$ cat src/rtl/vc_link_scheduler_if.sv
//------------------------------------------------------------------------------
// vc_link_scheduler_if
// Link-side bundle of the VC link scheduler: VC buffer heads, link output, credits.
// Revision: 1.0
//------------------------------------------------------------------------------
`default_nettype none

interface vc_link_scheduler_if #(
  parameter int N_VC   = 3,
  parameter int FLIT_W = 34
);
  logic [N_VC*FLIT_W-1:0] fdata_i;
  logic [N_VC-1:0]        valid_i;
  logic [N_VC-1:0]        ready_o;
  logic [FLIT_W-1:0]      fdata_o;
  logic [1:0]             vc_id_o;
  logic                   valid_o;
  logic                   ready_i;
  logic [N_VC-1:0]        credit_i;
  logic                   error_o;

  // Scheduler side
  modport master (
    input  fdata_i, valid_i, ready_i, credit_i,
    output ready_o, fdata_o, vc_id_o, valid_o, error_o
  );

  // Environment side: VC buffers, link sink and credit return
  modport slave (
    output fdata_i, valid_i, ready_i, credit_i,
    input  ready_o, fdata_o, vc_id_o, valid_o, error_o
  );
endinterface

`default_nettype wire

$ cat src/rtl/vc_link_scheduler.sv
//------------------------------------------------------------------------------
// vc_link_scheduler
// Round-robin credit-based VC scheduler for one output link with framing checks.
// Revision: 1.0
//------------------------------------------------------------------------------
`default_nettype none

module vc_link_scheduler #(
  parameter int N_VC      = 3,
  parameter int BUF_DEPTH = 2,
  parameter int FLIT_W    = 34
) (
  input  wire                  clk,
  input  wire                  arst,
  vc_link_scheduler_if.master  lnk
);

  localparam int               CNT_W    = $clog2(BUF_DEPTH + 1);
  localparam logic [CNT_W-1:0] CNT_MAX  = CNT_W'(BUF_DEPTH);
  localparam logic [1:0]       LAST_VC  = 2'(N_VC - 1);
  localparam logic [1:0]       T_HEAD   = 2'b00;
  localparam logic [1:0]       T_SINGLE = 2'b10;
  localparam logic [1:0]       T_TAIL   = 2'b11;

  logic [FLIT_W-1:0] flit [4];
  logic [3:0]        eligible;
  logic [3:0]        cred_err;
  logic [3:0]        frame_err;
  logic [1:0]        grant;
  logic [1:0]        rr_ptr;
  logic [2:0]        idx;
  logic              any_elig;
  logic              load;

  logic [FLIT_W-1:0] out_flit;
  logic [1:0]        out_vc;
  logic              out_valid;
  logic              err;

  // Array padded to four entries so a 2-bit grant always indexes in range.
  for (genvar v = 0; v < 4; v++) begin : g_vc
    if (v < N_VC) begin : g_live
      logic [CNT_W-1:0] credit;
      logic             in_pkt;
      logic             pop;
      logic             ret;
      logic [1:0]       ftype;

      assign flit[v]        = lnk.fdata_i[v*FLIT_W +: FLIT_W];
      assign ftype          = flit[v][FLIT_W-1:FLIT_W-2];
      assign pop            = load && (grant == 2'(v));
      assign ret            = lnk.credit_i[v];
      assign eligible[v]    = lnk.valid_i[v] && (credit != '0);
      assign lnk.ready_o[v] = pop;
      assign cred_err[v]    = ret && !pop && (credit == CNT_MAX);
      assign frame_err[v]   = pop && (((ftype == T_HEAD) || (ftype == T_SINGLE)) ? in_pkt : !in_pkt);

      always_ff @(posedge clk or negedge arst) begin
        if (!arst) begin
          credit <= CNT_MAX;
        end else if (ret && !pop) begin
          if (credit != CNT_MAX) begin
            credit <= credit + CNT_W'(1);
          end
        end else if (pop && !ret) begin
          credit <= credit - CNT_W'(1);
        end
      end

      always_ff @(posedge clk or negedge arst) begin
        if (!arst) begin
          in_pkt <= 1'b0;
        end else if (pop) begin
          if (ftype == T_HEAD) begin
            in_pkt <= 1'b1;
          end else if (ftype == T_TAIL) begin
            in_pkt <= 1'b0;
          end
        end
      end
    end else begin : g_absent
      assign flit[v]      = '0;
      assign eligible[v]  = 1'b0;
      assign cred_err[v]  = 1'b0;
      assign frame_err[v] = 1'b0;
    end
  end

  // First eligible VC at or after rr_ptr, wrapping modulo N_VC.
  always_comb begin
    grant    = rr_ptr;
    any_elig = 1'b0;
    idx      = '0;
    for (int k = 0; k < N_VC; k++) begin
      idx = {1'b0, rr_ptr} + 3'(k);
      if (idx >= 3'(N_VC)) begin
        idx = idx - 3'(N_VC);
      end
      if (!any_elig && eligible[idx[1:0]]) begin
        any_elig = 1'b1;
        grant    = idx[1:0];
      end
    end
  end

  assign load = (!out_valid || lnk.ready_i) && any_elig;

  always_ff @(posedge clk or negedge arst) begin
    if (!arst) begin
      out_flit  <= '0;
      out_vc    <= '0;
      out_valid <= 1'b0;
      rr_ptr    <= '0;
      err       <= 1'b0;
    end else begin
      if (load) begin
        out_flit  <= flit[grant];
        out_vc    <= grant;
        out_valid <= 1'b1;
        rr_ptr    <= (grant == LAST_VC) ? 2'd0 : grant + 2'd1;
      end else if (out_valid && lnk.ready_i) begin
        out_valid <= 1'b0;
      end
      if ((|cred_err) || (|frame_err)) begin
        err <= 1'b1;
      end
    end
  end

  assign lnk.fdata_o = out_flit;
  assign lnk.vc_id_o = out_vc;
  assign lnk.valid_o = out_valid;
  assign lnk.error_o = err;

endmodule

`default_nettype wire

$ cat src/flat_wrapper.sv
// flat-port wrapper written by rule: the top's interface ports become plain ports
module vc_link_scheduler_flat 
#(
  parameter int N_VC      = 3,
  parameter int BUF_DEPTH = 2,
  parameter int FLIT_W    = 34
)
  (clk, arst, lnk_fdata_i, lnk_valid_i, lnk_ready_i, lnk_credit_i, lnk_ready_o, lnk_fdata_o, lnk_vc_id_o, lnk_valid_o, lnk_error_o);
  vc_link_scheduler_if #(.N_VC(N_VC), .FLIT_W(FLIT_W)) lnk_i ();
  input  wire clk;
  input  wire arst;
  input wire logic [$bits(lnk_i.fdata_i)-1:0] lnk_fdata_i;
  input wire logic [$bits(lnk_i.valid_i)-1:0] lnk_valid_i;
  input wire logic [$bits(lnk_i.ready_i)-1:0] lnk_ready_i;
  input wire logic [$bits(lnk_i.credit_i)-1:0] lnk_credit_i;
  output wire logic [$bits(lnk_i.ready_o)-1:0] lnk_ready_o;
  output wire logic [$bits(lnk_i.fdata_o)-1:0] lnk_fdata_o;
  output wire logic [$bits(lnk_i.vc_id_o)-1:0] lnk_vc_id_o;
  output wire logic [$bits(lnk_i.valid_o)-1:0] lnk_valid_o;
  output wire logic [$bits(lnk_i.error_o)-1:0] lnk_error_o;
  assign lnk_i.fdata_i = lnk_fdata_i;
  assign lnk_i.valid_i = lnk_valid_i;
  assign lnk_i.ready_i = lnk_ready_i;
  assign lnk_i.credit_i = lnk_credit_i;
  assign lnk_ready_o = lnk_i.ready_o;
  assign lnk_fdata_o = lnk_i.fdata_o;
  assign lnk_vc_id_o = lnk_i.vc_id_o;
  assign lnk_valid_o = lnk_i.valid_o;
  assign lnk_error_o = lnk_i.error_o;
  vc_link_scheduler #(.N_VC(N_VC), .BUF_DEPTH(BUF_DEPTH), .FLIT_W(FLIT_W)) u_core (.clk(clk), .arst(arst), .lnk(lnk_i));
endmodule
$ cat config.mk
export PLATFORM = sky130hd
export DESIGN_NAME = vc_link_scheduler_flat
export DESIGN_NICKNAME = d
export VERILOG_FILES = /design/src/rtl/vc_link_scheduler_if.sv /design/src/rtl/vc_link_scheduler.sv /design/src/flat_wrapper.sv
export SDC_FILE = /design/constraint.sdc
export NUM_CORES = 1
export LEC_CHECK = 0
export CAP_MARGIN = 10
export CORE_MARGIN = 1.5
export CORE_UTILIZATION = 42
export DETAILED_ROUTE_END_ITERATION = 16
export GPL_TIMING_DRIVEN = 1
export PLACE_DENSITY = 0.81
export SLEW_MARGIN = 10
export SYNTH_ARGS = -nofsm -noshare
export SYNTH_HDL_FRONTEND = slang
export SYNTH_SLANG_ARGS = --single-unit
$ cat constraint.sdc
create_clock -name clk -period 3.69 [get_ports clk]
set_input_delay 0.738 -clock clk [delete_from_list [all_inputs] [get_ports clk]]
set_output_delay 0.738 -clock clk [all_outputs]
set_load 0.02 [all_outputs]
==> results_dict.tcl <==
set metrics [dict create \
    status "complete, no violations" \
    cp_max_fo 5 \
    drive_gt1_share_pct 16.0 \
    combPwrFrac_pct 74.0 \
    hold_class "in -> async" \
    ys_ff_latch 49 \
    rsz0062_at_grt "false" \
    cts_root_buf "clkbuf_8" \
    min_period_ns 3.42 \
    mostFrequentLayoutCell "clkdlybuf4s50_1" \
    critPathLaunchType "input pin" \
    synth_nets 451 \
    fmax_mhz 292 \
    switching_share_pct 46.9 \
    skew_ns 0.00589 \
    firstDrtPassIters 4 \
    die_h_um 91.5 \
    drt_wl_total_um 8800 \
    grt_first_pass_wirelength_um 14300 \
    place_inst 576 \
    finalPower_w 0.00522 \
    dieArea_um2 8370 \
    antenna_found_initial 0 \
    overflow 0 \
    cp.arrival_ns 2.68 \
    drv_slew 0 \
    numCtsBuffers 5 \
    start_util_pct 43.0 \
    die_x_um 91.5 \
    h-tree-depth 2 \
    ctsLongestPathBuffers 2 \
    post_cts_buffers 0 \
    finalHoldViolations 0 \
    wl_per_cell_um 15.1 \
    drv_cap 0 \
    cp-end-kind "output pin" \
    p_per_area_nw_per_um2 1040 \
    power_leakage_nw 2.13 \
    final_cell_mix "147 x clkdlybuf4s50_1, 46 x nor2_1, 46 x dfrtp_1, 43 x a21oi_1, 28 x mux2_4" \
    place_area_um2 4910 \
    port_buffers 151 \
    p_int_w 0.00278 \
    clock_sinks 49 \
    syn2layout_area_growth_pct 52.0 \
    grt_max_degree 38 \
    maxSlewHeadroom_pct 39.9 \
    final_nets 600 \
    synth_edf_count 0 \
    antenna_left 0 \
    insertion_delay_ns 0.30 \
    layout.cells.non_filler 584 \
    hpwlAfterDp_um 6770 \
    yosysSeqAreaShare_pct 37.4 \
    gp_congestion 0.846 \
    fin_area_um2 5000 \
    vias_per_cell 5.29 \
    async_flop_share_pct 100 \
    yosysWarnings 0 \
    p_clk_share_pct 6.0 \
    worstPathRequired_ns 2.95 \
    netlist_area_um2 3290 \
    path_clk_slew_ns 0.09 \
    syn-instance-count 332 \
    antenna_cells 0 \
    finalCritPeriodShare_pct 92.7 \
    grt_usage_pct 21.5 \
    io_pins 152 \
    peakVddDrop_mv 0.651 \
    route.detailed.drc 0 \
    r2r_slack_ns 0.76 \
    rows 32 \
    synth.distinct_cells 49 \
    p_sw_w 0.00245 \
    fin_setup_tns_ns 0 \
    fin_util_pct 65.4 \
    routed-via-count 3091 \
    finalSetupViolations 0 \
    crit_type "in -> out" \
    core_um2 7650 \
    first_global_vias 3046 \
    syn_area_per_cell_um2 9.91 \
    cts_tree "yes" \
    synth_area_leaders "dfrtp_1 35%, mux2_4 13%, a21oi_1 6.5%" \
    synth_top_area_share_pct 35.0 \
    synth_top_flop_cell "dfrtp_1" \
    synth_top_area_cell "dfrtp_1" \
    pwr-share-seq_pct 20.0 \
    tightest_slew_ns 0.900 \
    drtIter0Drc 131 \
]
-- cells in the mapped netlist, types with 4 or more instances --
cell	count
a211oi_1	4
a21oi_1	43
a22oi_1	26
a22oi_2	8
buf_2	7
buf_4	4
buf_6	4
clkbuf_1	9
dfrtp_1	46
ha_1	8
inv_1	13
mux2_2	4
mux2_4	28
mux2i_1	5
nand2_1	10
nand3_1	4
nor2_1	46
nor3_1	4
o21a_1	4
xnor2_1	8
-- stage by stage --
step	worst slack, ns	hold slack, ns
finish	0.269	0.390
floorplan	0.786	0.442
global placement	0.0136	0.459
global route	0.123	0.422
detailed placement	-0.00440	0.477
CTS	0.0676	0.396
-- sequential cells by signal, indices dropped and copies added (netlist names) --
signal / cells
u_core.g_vc.g_live.credit: 6
u_core.g_vc.g_live.in_pkt: 3
u_core.lnk.error_o: 1
u_core.lnk.fdata_o: 34
u_core.lnk.valid_o: 1
u_core.lnk.vc_id_o: 2
u_core.rr_ptr: 2
-- power groups by stage --
| stage | Sequential, W | Combinational [W] | Clock (W) |
|---|---|---|---|
| 3_3_place_gp | 0.00104 | 0.00386 | 0 |
| 4_1_cts | 0.00104 | 0.00391 | 0.000328 |
| 3_5_place_dp | 0.00105 | 0.00390 | 0 |
| 2_1_floorplan | 0.00128 | 0.00255 | 0 |
| 5_1_grt | 0.00108 | 0.00422 | 0.000346 |
| 6_report | 0.00104 | 0.00386 | 0.000315 |
-- path summary, 6_finish.rpt --
check	start	end	depth (start not counted)
min in group clk	u_core.lnk.vc_id_o[1]$_DFFE_PN0N_	u_core.lnk.vc_id_o[1]$_DFFE_PN0N_	1
min reg2reg	u_core.lnk.vc_id_o[1]$_DFFE_PN0N_	u_core.lnk.vc_id_o[1]$_DFFE_PN0N_	1
min	arst	u_core.lnk.fdata_o[7]$_DFFE_PN0N_	1
max	lnk_valid_i[2]	lnk_ready_o[2]	9
max reg2reg	u_core.rr_ptr[1]$_DFFE_PN0N_	u_core.lnk.fdata_o[12]$_DFFE_PN0N_	10
max in group asynchronous	arst	u_core.g_vc[1].g_live.credit[1]$_DFFE_PN1P_	2
-- cell type report --
cell class	instances	area, um^2
flip-flops and latches	49	1230
well taps	102	128
clock inverters	2	13.8
fillers	631	2650
repair buffers	168	1630
inverters	13	48.8
multi-input cells	244	1870
clock buffers	6	72.6
-- cells by family (layout without fill, tap and decap cells) --
group	count (synthesis)	after routing	synth area share (%)
mux	40	40	16.7
simple gates	75	75	10.3
fa+ha+maj	8	8	3.04
flops	49	49	37.4
xor+xnor	8	8	2.13
compound gates	113	113	24.4
buf+inv	39	189	6.09
-- worst max-delay path, cell delays in order --
cell	delay (ns)
clkdlybuf4s50_1	0.52
o21ai_2	0.11
nand2_1	0.12
a21oi_1	0.13
nor4_4	0.37
buf_4	0.19
nand2_1	0.08
inv_1	0.08
dlygate4sd2_1	0.33
-- routing by layer --
metal  track usage (%)  wire length (um)
met5                 0                 0
met3              6.20               656
met2              38.4              4460
met1              25.0              3610
met4              5.73                72
-- timing repair --
action / in CTS / in global routing
gates resized for setup: 3 / 1
hold buffers: 0 / 0
setup endpoints to repair: 3 / 1
pin swaps: 0 / 0
No activity file was read; power rests on OpenSTA's default activity.
